==> src/rtl/nibble_serial_adder_pkg.sv <==
// -----------------------------------------------------------------------------
// nibble_serial_adder_pkg
// Shared definitions for the nibble-serial adder and its 4-bit slice.
//   state_t : control FSM states (IDLE, RUN, DONE)
//   NIB_W   : width of one adder slice in bits
// -----------------------------------------------------------------------------
package nibble_serial_adder_pkg;

    localparam int NIB_W = 4;

    typedef enum logic [1:0] {
        IDLE = 2'd0,
        RUN  = 2'd1,
        DONE = 2'd2
    } state_t;

endpackage

==> src/rtl/nibble_serial_adder_slice.sv <==
// -----------------------------------------------------------------------------
// nibble_slice_add
// Combinational 4-bit ripple adder slice.
// Ports:
//   a, b : 4-bit operand nibbles
//   ci   : carry into bit 0
//   s    : 4-bit sum nibble
//   co   : carry out of bit 3
//   c3   : carry into bit 3 (XOR with co gives signed overflow)
// -----------------------------------------------------------------------------
module nibble_slice_add
    import nibble_serial_adder_pkg::*;
(
    input  logic [NIB_W-1:0] a,
    input  logic [NIB_W-1:0] b,
    input  logic             ci,
    output logic [NIB_W-1:0] s,
    output logic             co,
    output logic             c3
);

    // The low three bits are added as a 4-bit quantity so that bit 3 of the
    // partial sum is exactly the carry into the top bit.
    logic [3:0] lo_sum;

    always_comb begin
        lo_sum = {1'b0, a[2:0]} + {1'b0, b[2:0]} + {3'b000, ci};
        c3     = lo_sum[3];
        s      = {a[3] ^ b[3] ^ lo_sum[3], lo_sum[2:0]};
        co     = (a[3] & b[3]) | (lo_sum[3] & (a[3] ^ b[3]));
    end

endmodule

==> src/rtl/nibble_serial_adder.sv <==
// -----------------------------------------------------------------------------
// nibble_serial_adder
// Sequential WIDTH-bit adder that feeds one 4-bit slice a nibble per clock,
// least significant nibble first, with a registered carry between nibbles.
//
// Handshakes (valid/ready): a transfer happens on a rising edge where both
// valid and ready are high. in_ready is high only in IDLE; out_valid is high
// only in DONE and stays high, with y/cout/ovf frozen, until out_ready is seen.
//
// Ports:
//   clk, rst          : clock, asynchronous active-high reset
//   in_valid/in_ready : operand handshake; a, b, cin sampled on accept
//   out_valid/out_ready : result handshake
//   y, cout, ovf      : registered sum, carry out of MSB, signed overflow
//   busy              : high while nibbles are being summed (RUN)
//   state_o           : current FSM state for observation
// -----------------------------------------------------------------------------
module nibble_serial_adder
    import nibble_serial_adder_pkg::*;
#(
    parameter int WIDTH = 16
) (
    input  logic             clk,
    input  logic             rst,
    input  logic             in_valid,
    output logic             in_ready,
    input  logic [WIDTH-1:0] a,
    input  logic [WIDTH-1:0] b,
    input  logic             cin,
    output logic             out_valid,
    input  logic             out_ready,
    output logic [WIDTH-1:0] y,
    output logic             cout,
    output logic             ovf,
    output logic             busy,
    output logic [1:0]       state_o
);

    localparam int NIBBLES = WIDTH / NIB_W;
    localparam int IDX_W   = (NIBBLES > 1) ? $clog2(NIBBLES) : 1;
    localparam logic [IDX_W-1:0] LAST_IDX = IDX_W'(NIBBLES - 1);

    state_t             state_q;
    logic [WIDTH-1:0]   a_q;
    logic [WIDTH-1:0]   b_q;
    logic               carry_q;
    logic [IDX_W-1:0]   idx_q;
    logic [WIDTH-1:0]   y_q;
    logic               cout_q;
    logic               ovf_q;
    logic               in_ready_q;
    logic               out_valid_q;
    logic               busy_q;

    // Bit offset of the current nibble: idx * 4.
    logic [IDX_W+1:0]   bit_off;
    logic [WIDTH-1:0]   a_sh;
    logic [WIDTH-1:0]   b_sh;
    logic [NIB_W-1:0]   sl_s;
    logic               sl_co;
    logic               sl_c3;

    assign bit_off = {idx_q, 2'b00};
    assign a_sh    = a_q >> bit_off;
    assign b_sh    = b_q >> bit_off;

    nibble_slice_add u_slice (
        .a  (a_sh[NIB_W-1:0]),
        .b  (b_sh[NIB_W-1:0]),
        .ci (carry_q),
        .s  (sl_s),
        .co (sl_co),
        .c3 (sl_c3)
    );

    always_ff @(posedge clk or posedge rst) begin
        if (rst) begin
            state_q     <= IDLE;
            a_q         <= '0;
            b_q         <= '0;
            carry_q     <= 1'b0;
            idx_q       <= '0;
            y_q         <= '0;
            cout_q      <= 1'b0;
            ovf_q       <= 1'b0;
            in_ready_q  <= 1'b1;
            out_valid_q <= 1'b0;
            busy_q      <= 1'b0;
        end else begin
            case (state_q)
                IDLE: begin
                    if (in_valid) begin
                        a_q        <= a;
                        b_q        <= b;
                        carry_q    <= cin;
                        idx_q      <= '0;
                        state_q    <= RUN;
                        in_ready_q <= 1'b0;
                        busy_q     <= 1'b1;
                    end
                end
                RUN: begin
                    y_q[bit_off +: NIB_W] <= sl_s;
                    carry_q               <= sl_co;
                    if (idx_q == LAST_IDX) begin
                        // Final nibble: latch flags and hold idx in range.
                        cout_q      <= sl_co;
                        ovf_q       <= sl_c3 ^ sl_co;
                        idx_q       <= '0;
                        state_q     <= DONE;
                        busy_q      <= 1'b0;
                        out_valid_q <= 1'b1;
                    end else begin
                        idx_q <= idx_q + 1'b1;
                    end
                end
                DONE: begin
                    // Returning to IDLE here means in_ready only rises after
                    // this edge, so a result is never retired and a new
                    // operand accepted on the same edge.
                    if (out_ready) begin
                        state_q     <= IDLE;
                        out_valid_q <= 1'b0;
                        in_ready_q  <= 1'b1;
                    end
                end
                default: begin
                    state_q     <= IDLE;
                    in_ready_q  <= 1'b1;
                    out_valid_q <= 1'b0;
                    busy_q      <= 1'b0;
                end
            endcase
        end
    end

    assign in_ready  = in_ready_q;
    assign out_valid = out_valid_q;
    assign busy      = busy_q;
    assign y         = y_q;
    assign cout      = cout_q;
    assign ovf       = ovf_q;
    assign state_o   = state_q;

endmodule

==> config.mk <==
export PLATFORM = sky130hd
export DESIGN_NAME = nibble_serial_adder
export DESIGN_NICKNAME = d
export VERILOG_FILES = /design/src/rtl/nibble_serial_adder_pkg.sv /design/src/rtl/nibble_serial_adder_slice.sv /design/src/rtl/nibble_serial_adder.sv
export SDC_FILE = /design/constraint.sdc
export NUM_CORES = 1
export LEC_CHECK = 0
export ABC_AREA = 1
export ABC_CLOCK_PERIOD_IN_PS = 5810
export CAP_MARGIN = 30
export CORE_MARGIN = 2
export CORE_UTILIZATION = 40
export CTS_CLUSTER_SIZE = 28
export DETAILED_ROUTE_END_ITERATION = 7
export PLACE_DENSITY = 0.63
export SLEW_MARGIN = 20
export SYNTH_ARGS = -nofsm -noshare
export SYNTH_HDL_FRONTEND = slang
export SYNTH_SLANG_ARGS = --single-unit
==> constraint.sdc <==
create_clock -name clk -period 5.81 [get_ports clk]
set_input_delay 0.581 -clock clk [delete_from_list [all_inputs] [get_ports clk]]
set_output_delay 0.581 -clock clk [all_outputs]
set_load 0.01 [all_outputs]
# After elaboration in Yosys (flattened, before gate mapping)
# Index checks and enable logic that the tools add are counted.
# totals
out_inout_bits	23
word_cells	62
in_bits	37
ff_bits	58
# op_classes
mux	19
addsub	4
shifts	4
n_eq_ne	6
reduce_logical	9
bitwise	9
# ops
op	n
right shift 16 x 4 -> 4 bit	2
bitwise mux 16 bit	1
variable shift 4 x 6 -> 16 bit (first input constant)	1
indexed part select 4 x 6 -> 16 bit	1
AND reduction 3 bit	4
two-way mux 2 bit	5
case mux 1 bit (3 select lines)	3
two-way mux 1 bit	7
inequality test 2 bit (second input constant)	3
negation 4 -> 6 bit	1
case mux 2 bit (3 select lines)	1
AND reduction 2 bit	3
adder 3 x 3 -> 4 bit	1
adder 4 x 1 -> 4 bit	1
equality test 2 bit (second input constant)	2
case mux 2 bit (2 select lines)	1
inverter 1 bit	3
bitwise XOR 1 bit	3
adder 2 x 1 -> 2 bit (second input constant)	1
AND 1 bit	2
equality test 2 x 1 -> 1 bit (second input constant)	1
logical NOT 2 bit	1
case mux 1 bit (2 select lines)	1
nonzero test 2 bit	1
OR 1 bit	1

# Longest topological paths before layout
# Gate-level depths: netlist (run 1).
# logic_depth
depth_word	6
ltp_mapped	15
depth_no_buf	13

# By module
# Synthesis (run 1) repeated with hierarchy kept, for this count alone.
# hier_totals
hier_cells	353
area_unflattened_um2	2926.6
# modules_own_cells
module	n_inst	area_each_um2	cells_per_inst	seq_area_each_um2
nibble_serial_adder	1	2788.9	336	1452.6
nibble_slice_add	1	137.6	17	0.0

# Worst setup path after synthesis (run 1)
# Ideal clock, no wire load.
# synth_path
path_kind	reg-to-reg
from	reg idx_q[0]
to	reg y_q[7] (netlist: y[7])
period_less_slack_ns	2.477
path_stages_with_launch	15
setup_slack_ns	3.333
t_required_ns	5.727
t_arrival_ns	2.394
path_buffers	2
setup_ns	0.083
cell_sequence	dfrtp_1 buf_4 inv_2 buf_2 a21oi_1 o21ai_0 o21ai_0 fa_1 nand2_1 a21oi_1 fa_1 nand2_1 inv_1 nand2_1 o21ai_0
# synth_between
elab_chain_len	6
elab_cells_between_ends	10
classes_between	add/sub (3); shift (4); mux (1); bitwise (2)
# synth_lines
item	line_no	source
start, declared	nibble_serial_adder.sv:47	logic [IDX_W-1:0] idx_q;
start signal, assigned	nibble_serial_adder.sv:114	idx_q <= idx_q + 1'b1;
right shift 16 x 4 -> 4 bit, on equally long branches	nibble_serial_adder.sv:64, nibble_serial_adder.sv:65	
adder 3 x 3 -> 4 bit	nibble_serial_adder_slice.sv:27	lo_sum = {1'b0, a[2:0]} + {1'b0, b[2:0]} + {3'b000, ci};
adder 4 x 1 -> 4 bit	nibble_serial_adder_slice.sv:27	
bitwise XOR 1 bit	nibble_serial_adder_slice.sv:29	s = {a[3] ^ b[3] ^ lo_sum[3], lo_sum[2:0]};
indexed part select 4 x 6 -> 16 bit	nibble_serial_adder.sv:103	y_q[bit_off +: NIB_W] <= sl_s;
bitwise mux 16 bit (*)	nibble_serial_adder.sv:103	
end signal, assigned by index	nibble_serial_adder.sv:103	
end, declared	nibble_serial_adder.sv:48	logic [WIDTH-1:0] y_q;
# Every way passes the cells marked *; elsewhere a longest branch is shown, timed or not.
# A chain may end at the register's enable or synchronous reset.

# Worst setup path after layout (run 1)
# Same ends and word-level chain as after synthesis.

==> results of run 1 <==
## state kept, by name (all words and copies together) (netlist names)
name and flops:
a_q 16, b_q 16, y 16, idx_q 2
state_o 2, busy 1, carry_q 1, cout 1
in_ready 1, out_valid 1, ovf 1
## power by group through the flow
stage	registers (mW)	logic, mW	clock network [mW]
CTS	0.707	1.01	0.399
global route	0.727	1.16	0.417
global placement	0.713	0.983	0
detailed placement	0.713	1.00	0
floorplan	0.692	0.734	0
finish	0.705	0.994	0.389
## cell usage after synthesis (4+ instances only)
library cell and n:
nand2_1 156, dfrtp_1 57, inv_1 25, o21ai_0 22, nor2_1 19, nand3_1 9, o21ai_1 9, ha_1 8
buf_6 5, a21oi_1 4, nand2_2 4, o211ai_1 4
## worst register-to-register path: cells and delay by family (launching register included)
| kind | cells | cell delay, ns |
|---|---|---|
| adder cells (fa/ha/maj) | 2 | 0.95 |
| flip-flops | 1 | 0.73 |
| AO/OA/AOI/OAI | 4 | 0.68 |
| buffers and inverters | 2 | 0.39 |
| AND/OR/NAND/NOR | 3 | 0.22 |
## worst max-delay path by stage
stage             start  endpoint  slack [ns]  cells after the start
2_1_floorplan  idx_q[0]      y[7]        3.33                     14
3_3_place_gp   idx_q[0]      y[7]        2.95                     11
3_5_place_dp   idx_q[0]      y[7]        2.82                     11
4_1_cts        idx_q[0]      y[7]        2.76                     11
5_1_grt        idx_q[0]      y[7]        2.45                     11
6_report       idx_q[0]      y[7]        2.76                     11
## area by class of cell
class,count,area (um^2),area share [%]
inverter,29,116,3.16
timing repair buffer,60,598,16.2
sequential,58,1450,39.4
tap,96,120,3.26
clock inverter,1,30.0,0.815
clock buffer,15,186,5.06
multi-input combinational,247,1180,32.0
## logic make-up (layout without fill, tap and decap cells)
logic type / after synthesis / count (layout) / share of synthesized area [%]
compound gates: 42 / 42 / 7.87
simple gates: 194 / 194 / 27.9
flops: 58 / 58 / 51.1
buf+inv: 40 / 105 / 7.52
fa+ha+maj: 11 / 11 / 5.63
## routing by layer
layer,part of all wire (%),vias up,wire length [um],global-route usage [%]
met5,0,-,0,0
met1,48,1067,2740,21.7
met3,3.9,4,226,4.01
met4,1.1,0,61,7.85
li1,-,1194,-,-
met2,47,46,2720,26.2
## per-stage QoR
stage               setup slack, ns  power (mW)  util (%)  hold WS, ns
floorplan                      3.33        1.43         -        0.437
global placement               2.95        1.70      50.7        0.453
detailed placement             2.82        1.72      50.7        0.453
CTS                            2.76        2.11      53.9        0.467
global route                   2.45        2.30      53.9        0.491
finish                         2.76        2.09      53.9        0.463
==> metrics.md, run 1 <==
| Metric | Value |
|---|---|
| Biggest cell delay along the critical path | `0.73 ns` |
| Antenna-violating nets left | `0` |
| Synth top area cells | `dfrtp_1 (50%), nand2_1 (21%), o21ai_0 (3.9%)` |
| Ant. Diodes | `0` |
| Clock buffer depth | `2` |
| Post-CTS sizing | `0` |
| Total of max-cap violations | `0` |
| Commonest non-fill, non-tap cell in the layout | `nand2_1` |
| Cell Chain, Critical Path | `inv_2 > o21ai_0 > o22ai_1 > fa_1 > nand2_1 > a21oi_1 > fa_1 > nand2_1 > inv_1 > nand2_1 > o21ai_0` |
| Vias in the first global route | `roughly 2200` |
| Max-slew violations | `0` |
| Status | `completed` |
| Commonest cells after routing, fill and taps aside | `nand2_1 (156), clkdlybuf4s50_1 (59), dfrtp_1 (57), inv_1 (24), o21ai_0 (22)` |
| Ys async rst share | `100%` |
| Worst R2R Start | `idx_q[0]` |
| Clk_lat worst skew | `0.32 ns` |
| H-tree levels | `3` |
| Hold depth | `2` |
| DRC Markers | `0` |
| Syn nets | `a little under 400` |
| Die height | `a little under 90 um` |
| DRT Pass-1 Iters | `4` |
| Min Tclk post-route | `3.05 ns` |
| Worst slew pin tran | `0.719 ns` |
| Register clock-pin slew on the reported worst setup and hold paths | `0.06 ns` |
| # nets final | `453` |
| Layout area overhead | `29.4%` |
| Via Count | `2311` |
| Synthesized area | `~0.0028 mm^2` |
| Most used cell, CP | `nand2_1` |
| Placed instance count | `between 400 and 500` |
| Synth Warn # | `0` |
| Via/cell ratio | `4.57` |
| TritonCTS Sinks | `58` |
| Num CTS Buffers | `9` |
| Final WL | `5.75 mm` |
| Post-CTS Repair Setup Buffers | `0` |
| Req. time, crit path | `between 6 and 7 ns` |
| Clock power share | `18.6%` |
| DP Wirelength | `approximately 4.2 mm` |
| CP Data Arrival Time | `roughly 3.3 ns` |
| Largest net degree at the start of global routing | `approximately 60` |
| Row count | `30` |
| CP Buf/Inv Count | `2` |
| Final period util | `~53%` |
| Syn Area/Cell | `8.25 um^2` |
| Fmax | `roughly 330 MHz` |
| Capturing point of the worst reg2reg path | `y[7]` |
| First-pass GRT wire length | `about 9.9 mm` |
| R2R Setup Slk | `between 2 and 3 ns` |
| FILL cells | `about 700` |
| Layout cells sized above 1 | `~7.3%` |
| Starting Density | `between 40% and 50%` |
| Synth Instances | `around 350` |
| Sequential power share | `33.8%` |
| Total Die Area | `between 0.007 and 0.008 mm^2` |
| Post-CTS Hold Buffers | `0` |
| Top-area cell type share of the netlist area | `between 50% and 60%` |
| Core area | `0.00683 mm^2` |
| Worst Path Max Fanout | `28` |
| Netlist cell types | `26` |
| Post-synth EDFFs | `0` |
| Clock Skew | `approximately 0.0049 ns` |
| Register area share after synthesis | `roughly half` |
| Gr usage total | `16.6%` |
| Startpoint Class | `flip-flop` |
| Slew Limit Headroom | `52.1%` |
| Switch Pwr | `between 800 and 900 uW` |
| Congestion Overflow GR | `0` |
| Worst Hold Path EP | `in_ready` |
| TNS Setup | `0 ns` |
| CP top delay family | `adder cells` |
| Synth area leader | `dfrtp_1` |
| Crit end category | `flip-flop` |
| Worst setup path class | `reg2reg` |
| Fin. Hold Viols | `0` |
| # IOs | `60` |
| Most used DFF post-synth | `dfrtp_1` |
| Setup violators final | `0` |
| WL per Instance | `11.4 um` |
| Area post-placement | `0.00347 mm^2` |
| P_leak | `about 1.8 nW` |
| Comb power frac | `between 40 and 50%` |
| RSZ-0062 raised after global routing | `false` |
| Horiz. Die Dim | `~88 um` |
| Reg2reg path depth | `11` |
| Synthesized flop and latch total | `58` |
| P_int | `roughly 1.2 mW` |
| Hold Crit Class | `reg2reg` |
| Pwr dens | `approximately 570 mW/mm^2` |
| Finished Cell Area | `0.00368 mm^2` |
| Initial DRC count | `94` |
| Switching share of power | `41.1%` |
| Initial antenna violation count | `0` |
| TritonCTS clock tree | `done` |
| GPL Wtd Cong | `0.851` |
| Final Non-Filler Cells | `506` |
| I/O Buffers | `59` |
| CP max-delay cell | `dfrtp_1` |
| VDD IR max | `0.215 mV` |
| Hold Crit Start | `in_ready` |
| Clock Tree Root | `clkbuf_8` |
Power figures use the tool's default switching activity.
==> run 2, diff against run 1 <==
--- a/config.mk
+++ b/config.mk
@@ -6,7 +6,7 @@
 export NUM_CORES = 1
 export LEC_CHECK = 0
 export ABC_AREA = 1
-export ABC_CLOCK_PERIOD_IN_PS = 5810
+export ABC_CLOCK_PERIOD_IN_PS = 3200
 export CAP_MARGIN = 30
 export CORE_MARGIN = 2
 export CORE_UTILIZATION = 40
==> constraint.sdc (replaced) <==
create_clock -name clk -period 3.2 [get_ports clk]
set_input_delay 0.32 -clock clk [delete_from_list [all_inputs] [get_ports clk]]
set_output_delay 0.32 -clock clk [all_outputs]
set_load 0.01 [all_outputs]
==> run 2 against run 1 <==
  * Global-route usage grew 0.65 points
  * Sequential share of layout area increased by 0.41 points
  * Hold slack about the same
  * Clock-buffer cell count shrank 2
==> metrics.md, run 2 (same netlist as run 1, synthesis figures left out) <==
| Metric | Value |
|---|---|
| Startpoint Class | `flip-flop` |
| R2R Setup Slk | `0.52 ns` |
| DRT Pass-1 Iters | `4` |
| Hold Crit Class | `reg2reg` |
| # IOs | `60` |
| Core area | `0.00683 mm^2` |
| Final worst slack | `~0.52 ns` |
| Post-CTS Hold Buffers | `0` |
| Die height | `approximately 88 um` |
| Fmax | `around 370 MHz` |
| Total of max-cap violations | `0` |
| Register clock-pin slew on the reported worst setup and hold paths | `roughly 0.06 ns` |
| Congestion Overflow GR | `0` |
| Via/cell ratio | `roughly 4.5` |
| Fin. Hold Viols | `0` |
| Initial antenna violation count | `0` |
| Reg2reg path depth | `12` |
| Slew Limit Headroom | `approximately 45%` |
| Row count | `30` |
| Crit end category | `flip-flop` |
| I/O Buffers | `59` |
| Status | `completed` |
| P_leak | `~1.8 nW` |
| First-pass GRT wire length | `between 10 and 15 mm` |
| GPL Wtd Cong | `between 0.8 and 0.9` |
| Clock Skew | `roughly 0.0038 ns` |
| Finished Cell Area | `0.00364 mm^2` |
| VDD IR max | `just over 0.4 mV` |
| Setup violators final | `0` |
| Vias in the first global route | `approximately 2400` |
| Area post-placement | `between 0.003 and 0.004 mm^2` |
| Layout area overhead | `28.1%` |
| Total Die Area | `0.00780 mm^2` |
| Final WL | `5.93 mm` |
| Hold Crit Start | `in_ready` |
| Num CTS Buffers | `9` |
| WL per Instance | `11.7 um` |
| Layout cells sized above 1 | `7.52%` |
| TritonCTS Sinks | `58` |
| Gr usage total | `between 10% and 20%` |
| Pwr dens | `about 1000 mW/mm^2` |
| Fin util | `53.4%` |
| TNS Setup | `0 ns` |
| # nets final | `455` |
| TritonCTS clock tree | `done` |
| Min Tclk post-route | `2.68 ns` |
| Req. time, crit path | `between 3 and 4 ns` |
| Clock Tree Root | `clkbuf_8` |
| Worst setup path class | `reg2reg` |
| Ant. Diodes | `0` |
| Commonest cells after routing, fill and taps aside | `nand2_1 (156), clkdlybuf4s50_1 (59), dfrtp_1 (57), inv_1 (24), o21ai_0 (22)` |
| Clk_lat worst skew | `about 0.33 ns` |
| DP Wirelength | `4.41 mm` |
| DRC Markers | `0` |
| Post-CTS sizing | `0` |
| Post-CTS Repair Setup Buffers | `0` |
| Starting Density | `a little over two fifths` |
| Largest net degree at the start of global routing | `between 40 and 50` |
| Final period util | `between 80% and 90%` |
| Horiz. Die Dim | `slightly below 90 um` |
| Initial DRC count | `130` |
| Capturing point of the worst reg2reg path | `y[7]` |
| Worst Path Max Fanout | `14` |
| RSZ-0062 raised after global routing | `false` |
| CP Data Arrival Time | `~2.9 ns` |
| Via Count | `2294` |
| Commonest non-fill, non-tap cell in the layout | `nand2_1` |
| Antenna-violating nets left | `0` |
| Worst R2R Start | `idx_q[1]` |
| Worst setup path startpoint | `idx_q[1]` |
| WHS | `0.463 ns` |
| Clock buffer depth | `2` |
| Worst slew pin tran | `0.820 ns` |
| H-tree levels | `3` |
| Max-slew violations | `0` |
| Dpl ws | `0.507 ns` |
| Worst Hold Path EP | `in_ready` |
| Hold depth | `2` |
## run 2: cell types whose count changed in the layout (fill, tap and decap cells not counted), sizes merged
cell and delta:
clkbuf -2, buf +2, clkinv +3, bufinv -1
## run 2: report_power, final
group | internal (mW) | switching, mW
Clock | 0.299 | 0.276
Sequential | 1.05 | 0.198
Combinational | 0.744 | 1.11
## run 2: through the flow
stage	instances	power, mW
2_1_floorplan	345	2.59
3_3_place_gp	492	3.11
3_5_place_dp	492	3.14
4_1_cts	508	3.72
5_1_grt	508	4.08
6_report	508	3.68
## run 2: per-layer routing
layer | vias up | GRT usage (%) | share of wire, %
li1 | 1203 | - | -
met1 | 1032 | 21.4 | 48
met2 | 49 | 28.6 | 46
met3 | 10 | 4.10 | 4.3
met4 | 0 | 7.85 | 1.8
met5 | - | 0 | 0
## run 2: final cells by class
| cell class | count | area [um^2] |
|---|---|---|
| fill | 692 | 3190 |
| sequential | 58 | 1450 |
| multi-input combinational | 247 | 1180 |
| timing repair buffer | 62 | 613 |
| clock buffer | 13 | 149 |
| tap | 96 | 120 |
| inverter | 29 | 116 |
| clock inverter | 3 | 15.0 |
## run 2: worst max path at each step
stage | end | cells past startpoint
floorplan | y[7] | 14
global placement | y[7] | 12
detailed placement | y[7] | 12
CTS | y[7] | 12
global route | y[7] | 11
finish | y[7] | 12
## run 2: critical path, cell delays in order (launching register included)
cell     delay, ns
dfrtp_1       0.50
inv_1         0.34
a21oi_1       0.06
o21ai_0       0.08
o21ai_0       0.13
fa_1          0.39
nand2_1       0.09
a21oi_1       0.09
fa_1          0.52
nand2_1       0.06
inv_1         0.06
nand2_1       0.06
o21ai_0       0.20
==> run 3, diff against run 2 <==
--- a/config.mk
+++ b/config.mk
@@ -6,7 +6,7 @@
 export NUM_CORES = 1
 export LEC_CHECK = 0
 export ABC_AREA = 1
-export ABC_CLOCK_PERIOD_IN_PS = 3200
+export ABC_CLOCK_PERIOD_IN_PS = 2500
 export CAP_MARGIN = 30
 export CORE_MARGIN = 2
 export CORE_UTILIZATION = 40
==> constraint.sdc (replaced) <==
create_clock -name clk -period 2.5 [get_ports clk]
set_input_delay 0.25 -clock clk [delete_from_list [all_inputs] [get_ports clk]]
set_output_delay 0.25 -clock clk [all_outputs]
set_load 0.01 [all_outputs]
==> run 3 against run 2 <==
  * Global-route usage shrank 0.37 points
  * Worst setup slack lost 0.40 ns
  * Clock skew grew 0.0040 ns
  * Final cell count grew 1.8%
  * Sequential cell count is the same
  * Via count grew 2.4%
  * Sequential power grew 30%
  * Clock-buffer cell count grew 1
  * Wire length grew 1.1%
  * Hold slack lost 0.18 ns
  * Combinational power grew 46%
  * Critical path depth shrank 1
==> metrics.md, run 3 (same netlist as run 1, synthesis figures left out) <==
| Metric | Value |
|---|---|
| Final WL | `6.00 mm` |
| DP Wirelength | `between 4 and 5 mm` |
| Congestion Overflow GR | `0` |
| Clock power share | `17.1%` |
| Worst R2R Start | `idx_q[0]` |
| Status | `completed` |
| Min Tclk post-route | `roughly 2.4 ns` |
| DRC Markers | `0` |
| Final period util | `between 90% and 100%` |
| Dpl ws | `-0.00677 ns` |
| Total of max-cap violations | `0` |
| Pwr dens | `1360 mW/mm^2` |
| Die height | `just under 90 um` |
| Ant. Diodes | `0` |
| Finished Cell Area | `roughly 0.0038 mm^2` |
| Register clock-pin slew on the reported worst setup and hold paths | `~0.060 ns` |
| Clock Skew | `roughly 0.0078 ns` |
| I/O Buffers | `~60` |
| Hold Crit Class | `in2async` |
| GPL Wtd Cong | `0.827` |
| DRT Pass-1 Iters | `4` |
| Stages on worst setup path | `11` |
| Req. time, crit path | `2.76 ns` |
| Sequential power share | `31.0%` |
| Initial antenna violation count | `0` |
| Gr usage total | `16.9%` |
| CP Data Arrival Time | `about 2.6 ns` |
| Worst slew pin tran | `roughly 0.56 ns` |
| Clock buffer depth | `2` |
| Switch Pwr | `around 2.2 mW` |
| Setup crit end | `y[15]` |
| Layout cells sized above 1 | `12.6%` |
| CP Buf/Inv Count | `2` |
| Clk_lat worst skew | `between 0.3 and 0.4 ns` |
| Commonest non-fill, non-tap cell in the layout | `nand2_1` |
| Num CTS Buffers | `9` |
| Layout area overhead | `34.7%` |
| Starting Density | `around two fifths` |
| P_leak | `roughly 1.9 nW` |
| Final worst slack | `0.120 ns` |
| Area post-placement | `0.00352 mm^2` |
| Slew Limit Headroom | `a little over three fifths` |
| Antenna-violating nets left | `0` |
| TNS Setup | `0 ns` |
| H-tree levels | `3` |
| Via/cell ratio | `4.55` |
| TritonCTS Sinks | `58` |
| Total Die Area | `0.00780 mm^2` |
| # nets final | `roughly 460` |
| WL per Instance | `roughly 12 um` |
| FILL cells | `approximately 670` |
| Vias in the first global route | `about 2200` |
| Fmax | `between 400 and 500 MHz` |
| Cell Chain, Critical Path | `buf_8 > o21ai_2 > o22ai_2 > fa_2 > nand2_1 > a21oi_2 > fa_1 > nand2_1 > inv_2 > nand2_2 > o21ai_1` |
| # IOs | `60` |
| Startpoint Class | `flip-flop` |
| Max-slew violations | `0` |
| Most used cell, CP | `nand2_1` |
| TritonCTS clock tree | `done` |
| Clock Tree Root | `clkbuf_8` |
| Crit end category | `flip-flop` |
| Biggest cell delay along the critical path | `0.57 ns` |
| Worst setup path class | `reg2reg` |
| Fin. Hold Viols | `0` |
| Capturing point of the worst reg2reg path | `y[15]` |
| Worst setup path startpoint | `idx_q[0]` |
| Switching share of power | `a little over two fifths` |
| Setup violators final | `0` |
| Fin util | `a little under three fifths` |
| Largest net degree at the start of global routing | `34` |
| Commonest cells after routing, fill and taps aside | `nand2_1 (155), clkdlybuf4s50_1 (59), dfrtp_1 (55), inv_1 (22), nor2_1 (17)` |
| Row count | `30` |
| Reg2reg path depth | `11` |
| First-pass GRT wire length | `between 10 and 15 mm` |
| Via Count | `around 2400` |
| Core area | `approximately 0.007 mm^2` |
| Worst Path Max Fanout | `19` |
| VDD IR max | `between 0.5 and 0.6 mV` |
| Horiz. Die Dim | `a little under 90 um` |
| CP max-delay cell | `fa_1` |
| P_int | `3.04 mW` |
| Initial DRC count | `71` |
| CP top delay family | `adder cells` |
| R2R Setup Slk | `about 0.12 ns` |
| Post-CTS Hold Buffers | `0` |
| Comb power frac | `just over 50%` |
==> run 3: area by class of cell <==
cell class                      count  area (um^2)  area share, %
Timing Repair Buffer               70          709           18.5
Clock buffer                       14          173           4.50
Multi-Input combinational cell    247         1210           31.5
Sequential cell                    58         1460           38.0
Clock inverter                      2         35.0          0.914
Timing Repair inverter              1         7.51          0.196
Tap cell                           96          120           3.13
Inverter                           29          128           3.33
==> run 3: metal layers <==
layer	wire, um	vias to the layer above	global-route usage (%)
met5	0	-	0
met4	121	0	7.85
met3	245	10	3.64
met2	2700	46	26.2
met1	2930	1077	22.8
li1	-	1217	-
==> run 3: stage by stage <==
stage	cells	total power, mW	hold WS, ns
after floorplan	345	3.31	0.367
after global placement	496	4.07	0.451
after detailed placement	496	4.12	0.456
after CTS	512	5.04	0.294
after global routing	517	5.74	0.343
final	517	5.22	0.287
==> run 3: worst min-delay path by stage <==
stage                     depth (start not counted)   start  slack [ns]  endpoint
after floorplan                                   2   a[15]        0.37   a_q[15]
after detailed placement                          2  b_q[7]        0.46    b_q[7]
after CTS                                         2     rst        0.29    a_q[1]
after global placement                            2  a_q[7]        0.45    a_q[7]
final                                             2     rst        0.29    a_q[1]
after global routing                              2     rst        0.34    a_q[7]
==> run 3: power by group through the flow <==
stage | Sequential, mW | Combinational (mW) | Clock (mW)
6_report | 1.62 | 2.71 | 0.894
4_1_cts | 1.59 | 2.54 | 0.910
3_5_place_dp | 1.60 | 2.52 | 0
5_1_grt | 1.67 | 3.12 | 0.954
3_3_place_gp | 1.60 | 2.46 | 0
2_1_floorplan | 1.61 | 1.71 | 0
==> run 3: timing repair <==
item | CTS | global route
buffers inserted | 0 | 4
gates cloned | 0 | 1
endpoints found under the setup margin | 1 | 9
gates resized for setup | 2 | 24
pin swaps | 0 | 8
